--- src/rtl/bike_pkg.sv ---
// Shared bike-computer definitions: ride state encoding, default speed
// parameters and trip statistic widths.
package bike_pkg;

  typedef enum logic [1:0] {
    S_IDLE  = 2'd0,
    S_RIDE  = 2'd1,
    S_PAUSE = 2'd2,
    S_CLEAR = 2'd3
  } trip_state_e;

  localparam int WIDTH_DEF       = 12;
  localparam int SPEED_LIMIT_DEF = 999;
  localparam int TRIP_W          = 16;
  localparam int REJ_W           = 8;

endpackage

--- src/rtl/btn_hold_timer.sv ---
// Counts whole seconds of trip-button hold and emits a one-cycle hold_done.
// Disarms after firing so one press produces one clear.
module btn_hold_timer #(
  parameter int HOLD_SEC = 2
) (
  input  logic clk,
  input  logic r,
  input  logic sec_tick,
  input  logic btn,
  output logic hold_done
);

  logic [2:0] cnt;
  logic       armed;
  logic       tick_q;

  assign tick_q    = btn && armed && sec_tick;
  assign hold_done = tick_q && (cnt == 3'(HOLD_SEC - 1));

  always_ff @(posedge clk) begin
    if (r || !btn) begin
      cnt   <= '0;
      armed <= 1'b1;
    end else if (hold_done) begin
      cnt   <= '0;
      armed <= 1'b0;
    end else if (tick_q) begin
      cnt   <= cnt + 3'd1;
    end
  end

endmodule

--- src/rtl/trip_ctrl.sv ---
// Ride sequencing controller: IDLE/RIDE/PAUSE/CLEAR FSM, speed-sample
// filtering, riding-time and reject counters. Auto-pause is built only when
// AUTO_PAUSE_EN is defined.
module trip_ctrl
  import bike_pkg::*;
#(
  parameter int WIDTH       = WIDTH_DEF,
  parameter int SPEED_LIMIT = SPEED_LIMIT_DEF,
  parameter int PAUSE_SEC   = 4,
  parameter int HOLD_SEC    = 2
) (
  input  logic              clk,
  input  logic              r,
  input  logic              sec_tick,
  input  logic              wheel_pulse,
  input  logic              speed_valid,
  input  logic [WIDTH-1:0]  speed,
  input  logic              btn,
  output logic [WIDTH-1:0]  spd_out,
  output logic              max_en,
  output logic              max_clr,
  output logic [TRIP_W-1:0] trip_sec,
  output logic [REJ_W-1:0]  rej_cnt,
  output logic [1:0]        state
);

  localparam logic [WIDTH-1:0] LIMIT = WIDTH'(SPEED_LIMIT);

  if (PAUSE_SEC < 1 || PAUSE_SEC > 15) begin : g_bad_pause
    $error("trip_ctrl: PAUSE_SEC out of range 1..15");
  end
  if (HOLD_SEC < 1 || HOLD_SEC > 7) begin : g_bad_hold
    $error("trip_ctrl: HOLD_SEC out of range 1..7");
  end

  trip_state_e cur, nxt;
  logic        hold_done;
  logic        pause_hit;
  logic        riding;

  assign riding = (cur == S_RIDE);

  btn_hold_timer #(.HOLD_SEC(HOLD_SEC)) u_hold (
    .clk       (clk),
    .r         (r),
    .sec_tick  (sec_tick),
    .btn       (btn),
    .hold_done (hold_done)
  );

`ifdef AUTO_PAUSE_EN
  logic [3:0] idle_cnt;

  // A wheel pulse in the same cycle as the deciding tick keeps us riding.
  assign pause_hit = riding && sec_tick && !wheel_pulse &&
                     (idle_cnt == 4'(PAUSE_SEC - 1));

  always_ff @(posedge clk) begin
    if (r || hold_done || !riding || wheel_pulse || pause_hit)
      idle_cnt <= '0;
    else if (sec_tick)
      idle_cnt <= idle_cnt + 4'd1;
  end
`else
  assign pause_hit = 1'b0;
`endif

  always_ff @(posedge clk) begin
    if (r) cur <= S_IDLE;
    else   cur <= nxt;
  end

  always_comb begin
    nxt = cur;
    if (hold_done) begin
      nxt = S_CLEAR;
    end else begin
      case (cur)
        S_IDLE:  if (wheel_pulse) nxt = S_RIDE;
        S_RIDE:  if (pause_hit)   nxt = S_PAUSE;
        S_PAUSE: if (wheel_pulse) nxt = S_RIDE;
        S_CLEAR: nxt = S_IDLE;
        default: nxt = S_IDLE;
      endcase
    end
  end

  always_ff @(posedge clk) begin
    if (r) begin
      spd_out  <= '0;
      max_en   <= 1'b0;
      max_clr  <= 1'b0;
      trip_sec <= '0;
      rej_cnt  <= '0;
    end else begin
      max_en  <= 1'b0;
      max_clr <= 1'b0;
      if (hold_done) begin
        // Clear wins over any sample or tick arriving in the same cycle.
        max_clr  <= 1'b1;
        spd_out  <= '0;
        trip_sec <= '0;
        rej_cnt  <= '0;
      end else if (riding) begin
        if (speed_valid) begin
          if (speed <= LIMIT) begin
            spd_out <= speed;
            max_en  <= 1'b1;
          end else if (rej_cnt != '1) begin
            rej_cnt <= rej_cnt + 1'b1;
          end
        end
        if (sec_tick && trip_sec != '1)
          trip_sec <= trip_sec + 1'b1;
      end
    end
  end

  assign state = cur;

endmodule

--- config.mk ---
export PLATFORM = sky130hd
export DESIGN_NAME = trip_ctrl
export DESIGN_NICKNAME = d
export VERILOG_FILES = /design/src/rtl/bike_pkg.sv /design/src/rtl/btn_hold_timer.sv /design/src/rtl/trip_ctrl.sv
export SDC_FILE = /design/constraint.sdc
export NUM_CORES = 1
export LEC_CHECK = 0
export BUFFER_PORTS_ARGS = -buffer_cell sky130_fd_sc_hd__buf_2
export CORE_ASPECT_RATIO = 0.7
export CORE_MARGIN = 8
export CORE_UTILIZATION = 52
export CTS_CLUSTER_DIAMETER = 50
export DETAILED_ROUTE_END_ITERATION = 10
export PLACE_DENSITY_LB_ADDON = 0.3
export SYNTH_ARGS = -nofsm -noshare
export SYNTH_HDL_FRONTEND = slang
export SYNTH_HIERARCHICAL = 1
export SYNTH_SLANG_ARGS = --single-unit
--- constraint.sdc ---
create_clock -name clk -period 2.09 [get_ports clk]
set_input_delay 0.3135 -clock clk [delete_from_list [all_inputs] [get_ports clk]]
set_output_delay 0.3135 -clock clk [all_outputs]
set_load 0.02 [all_outputs]
* Word level (Yosys, flattened, before mapping)
Cells that the tools add are included.
** Operators by class
- Add/sub/neg operators :: 3
- Multiply operators :: 0
- Div/mod/pow operators :: 0
- Order comparisons :: 1
- Eq/ne operators :: 8
- Shifts and indexed selects :: 0
- Multiplexer cells :: 5
- Bitwise gates (word level) :: 3
- Reductions and logical operators :: 15
** Operator list (number)
- $add 16x1->16 const B :: 1
- $ne 16x16->1 const B :: 1
- $le 12x10->1 const B :: 1
- $add 8x1->8 const B :: 1
- $ne 8x8->1 const B :: 1
- $reduce_or 2->1 :: 3
- $eq 2x2->1 const B :: 2
- $logic_and 1x1->1 :: 4
- $mux 2 :: 2
- $pmux 2 s2 :: 1
- $reduce_and 2->1 :: 2
- $reduce_and 4->1 :: 1
- $reduce_or 4->1 :: 1
- $add 3x1->3 const B :: 1
- $eq 3x1->1 const B :: 1
- $ne 3x1->1 const B :: 1
- $not 1->1 :: 3
- $reduce_and 3->1 :: 1
- $eq 2x1->1 const B :: 1
- $logic_not 2->1 :: 1
- $mux 1 :: 2
- $ne 2x2->1 const B :: 1
- $logic_not 1->1 :: 1
- $logic_or 1x1->1 :: 1
** Storage, ports and cells
- Register bits :: 44
- Bits in latches :: 0
- Bits in writable memories :: 0
- Bits in read-only memories :: 0
- Input bits :: 18
- Output and inout bits :: 40
- Logic and storage cells :: 43
- Memories kept :: 0

* Longest topological paths before layout
- Depth in word-level cells :: 5
- Depth in mapped cells :: 8

* Hierarchy
The synthesis kept the hierarchy.
** Modules (own cells, without submodules)
- trip_ctrl :: instances 1, cells an instance 216, area an instance 1911.8 µm²
- btn_hold_timer :: instances 1, cells an instance 23, area an instance 203.9 µm²

* Worst setup path after synthesis
OpenSTA, ideal clock, no wires.
- Path type :: register to register
- Start :: register u_hold.cnt[1]
- End :: register trip_sec[3]
- Setup time :: 0.069 ns
- Data arrival time :: 1.812 ns
- Data required time :: 2.021 ns
- Slack :: 0.209 ns
- Stages on the path, launching flop included :: 9
- Clock period less this slack :: 1.881 ns
- Path through :: dfxtp_1 > inv_1 > ha_1 > nor2b_1 > and2b_2 > or2_2 > clkbuf_1 > a2111o_1 > o21ai_1
** On the way
- Longest elaborated chain between the ends :: 3
** Ends and longest elaborated chain
- start, declared :: line btn_hold_timer.sv:13 : logic [2:0] cnt;
- start signal, assigned :: line btn_hold_timer.sv:28 : cnt <= cnt + 3'd1;
- $eq 3x1->1 :: line btn_hold_timer.sv:18 : assign hold_done = tick_q && (cnt == 3'(HOLD_SEC - 1));
- $logic_and 1x1->1 :: line btn_hold_timer.sv:18
- net hold_done :: line trip_ctrl.sv:37 : logic hold_done;
- $reduce_or 2->1 (no line)
- end signal, assigned :: line trip_ctrl.sv:114 : trip_sec <= trip_sec + 1'b1;
- end, declared :: line trip_ctrl.sv:22 : output logic [TRIP_W-1:0] trip_sec,
The timed path passes the listed nets, and every way through them passes these cells.
A chain may end at the register's enable or synchronous reset.

* Worst setup path after layout
- Start :: register u_hold.cnt[1]
- End :: register trip_sec[9]
Same word-level chain as after synthesis.

==> results.cfg <==
[sta]
fin_crit_sh_pct = 89.2
tightest_slew_ns = 0.704
grt_setup_unrepaired = no
whs_ns = 0.261
drv_slew = 0
final_hold_viol_count = 0
finalSetupTns_ns = 0
setup_viol = 0
setup_slack_ns = 0.225
layout_min_cycle_time_ns = 1.87
final.setup_skew_ns = 0.00307
max_freq_ghz = 0.536
slew_headroom_pct = 52.9

[clocking]
clk_pin_slew_ns = 0.08
htree_levels = 2
clock_path_buffers = 2
cts_sinks = 44
ctsHoldBuffers = 0
clk_latency_ns = 0.29
cts_tree = yes
cts_inserted_buffers = 5
clockRootBuffer = clkbuf_8

[floorplan]
die-area_mm2 = 0.00640
start_util_pct = 53.9
die_w_um = 92.2
die_y_um = 69.4
core_area_mm2 = 0.00392
rows = 19
num_io_pins = 58

[layout]
fillCellCount = 332
drive_gt1_share_pct = 27.3
fin_nets = 321
antennaDiodeCount = 0
final_common_cell = buf_2
fin_cells = 352
area_growth_pct = 22.2
utilization_pct = 65.9
final_cell_mix = buf_2, dfxtp_1, a21oi_1
fin_area_mm2 = 0.00258

[drt]
num_vias = 2036
post_drt_wl_per_cell_um = 14.7
drc = 0
drt-pass1-iter-count = 4
routed_wl_um = 5160
drt-initial-drc-count = 165
ant_nets = 0
viasPerCell = 5.78

[critical_path]
cp_max_fo = 19
timing.rr.end = trip_sec[9]
setup.worst_path.class = flop to flop
worst_r2r_path_depth = 7
rr_startpoint = u_hold/cnt[1]
crit_path_start_kind = flop
cp-end-kind = flop
ff2ff_setup_slack_ns = 0.22
critPathRequiredTime_ns = 2.32
worstPathArrival_ns = 2.10

[synth]
netlist_instances = 239
synth_edf_count = 0
async_flop_share_pct = 0
syn_avg_cell_area_um2 = 8.85
yosysWarnings = 6
ys_types = 45
ys_seq_area_share_pct = 41.6
synth.area.top_cells = dfxtp_1, a21oi_1, mux2i_1
yosys_register_bits = 44
synth-main-ff-cell = dfxtp_1
netlist_area_mm2 = 0.00212
synth_top_area_share_pct = 41.6
yosys.area.top_type = dfxtp_1
syn_nets = 261

[grt]
grt_usage_pct = 16.1
antenna_found_initial = 0
grt_max_degree = 20
grt_pass1_vias = 1843
grt_overflow = 0
grt_pass1_wl_um = 8690

[place]
dp_worst_setup_slack_ns = 0.108
dpl-instance-area_mm2 = 0.00246
routabilityCongestion = 0.847
dpl.cell_count = 344
hpwlAfterDp_um = 3870
io_buffers = 57

[power_and_ir_drop]
vdd_ir_drop_max_mv = 0.481
leakagePower_nw = 1.15
powerDensity_mw_per_mm2 = 641
power.total_mw = 1.66

[run_status]
status = complete, no violations

[job]
cap_violations = 0

[hold_path]
hold_start = speed[2]
min_path_type = primary input to flop
min_to = spd_out[2]
holdPathStages = 3
-- report_power, final --
group / switching (mW) / internal, mW
Sequential: 0.00912 / 0.847
Combinational: 0.0719 / 0.0416
Clock: 0.295 / 0.391
Total: 0.376 / 1.28
-- metal layers --
metal	GRT usage [%]	share of wire (%)	up-vias
li1	-	-	1029
met1	22.3	48	936
met2	22.9	43	69
met3	5.41	8.1	2
met4	4.27	0.45	0
met5	0	0	-
-- Yosys cell counts, types with 3 or more instances --
master,n
dfxtp_1,44
a21oi_1,25
nand2_1,21
nand4_1,13
nor2_1,13
mux2i_1,11
or3_1,11
nand3_1,9
o21ai_0,9
inv_1,7
or4_1,7
a2111o_1,5
and3_1,5
o21ai_1,5
o31ai_1,5
buf_2,4
ha_1,4
o41ai_1,4
clkbuf_1,3
o311ai_0,3
-- flip-flops by register name, indices dropped and copies added, names as in the netlist --
name,flops
trip_sec,16
spd_out,12
rej_cnt,8
u_hold/cnt,3
state,2
max_clr,1
max_en,1
u_hold/armed,1
-- repair_timing --
action / CTS / global route
buffers inserted: 0 / 0
hold endpoints to repair: 0 / 0
gates resized for setup: 0 / 1
endpoints found under the setup margin: 0 / 5
-- critical path, cell delays in order (launching register included) --
cell and delay (ns):
dfxtp_1 0.36, inv_1 0.05, ha_1 0.18, nor2b_1 0.17, and2b_2 0.25, or2_4 0.36, a2111o_1 0.37, o21ai_1 0.07
-- layout make-up --
cell class	instances	area (um^2)	area share [%]
multi-input cells	178	1160	44.9
flip-flops and latches	44	881	34.1
repair buffers	63	330	12.8
clock buffers	6	82.6	3.19
well taps	52	65.1	2.52
clock inverters	2	38.8	1.50
inverters	7	26.3	1.02
-- logic make-up (layout without fill, tap and decap cells) --
| kind of cell | count (synthesis) | count (layout) | synth area share, % |
|---|---|---|---|
| AO/OA/AOI/OAI | 63 | 63 | 19.5 |
| adder cells (fa/ha/maj) | 4 | 4 | 2.37 |
| buffers and inverters | 17 | 78 | 3.61 |
| flip-flops | 44 | 44 | 41.6 |
| multiplexers | 11 | 11 | 5.20 |
| AND/OR/NAND/NOR | 100 | 100 | 27.7 |
-- worst max path at each step --
stage / startpoint / to / slack [ns]
detailed placement: u_hold/cnt[1] / trip_sec[9] / 0.11
finish: u_hold/cnt[1] / trip_sec[9] / 0.22
CTS: u_hold/cnt[1] / trip_sec[9] / 0.09
global placement: u_hold/cnt[1] / trip_sec[3] / 0.17
floorplan: u_hold/cnt[1] / trip_sec[3] / 0.21
global route: u_hold/cnt[1] / trip_sec[3] / 0.13
Power figures use the tool's default switching activity.
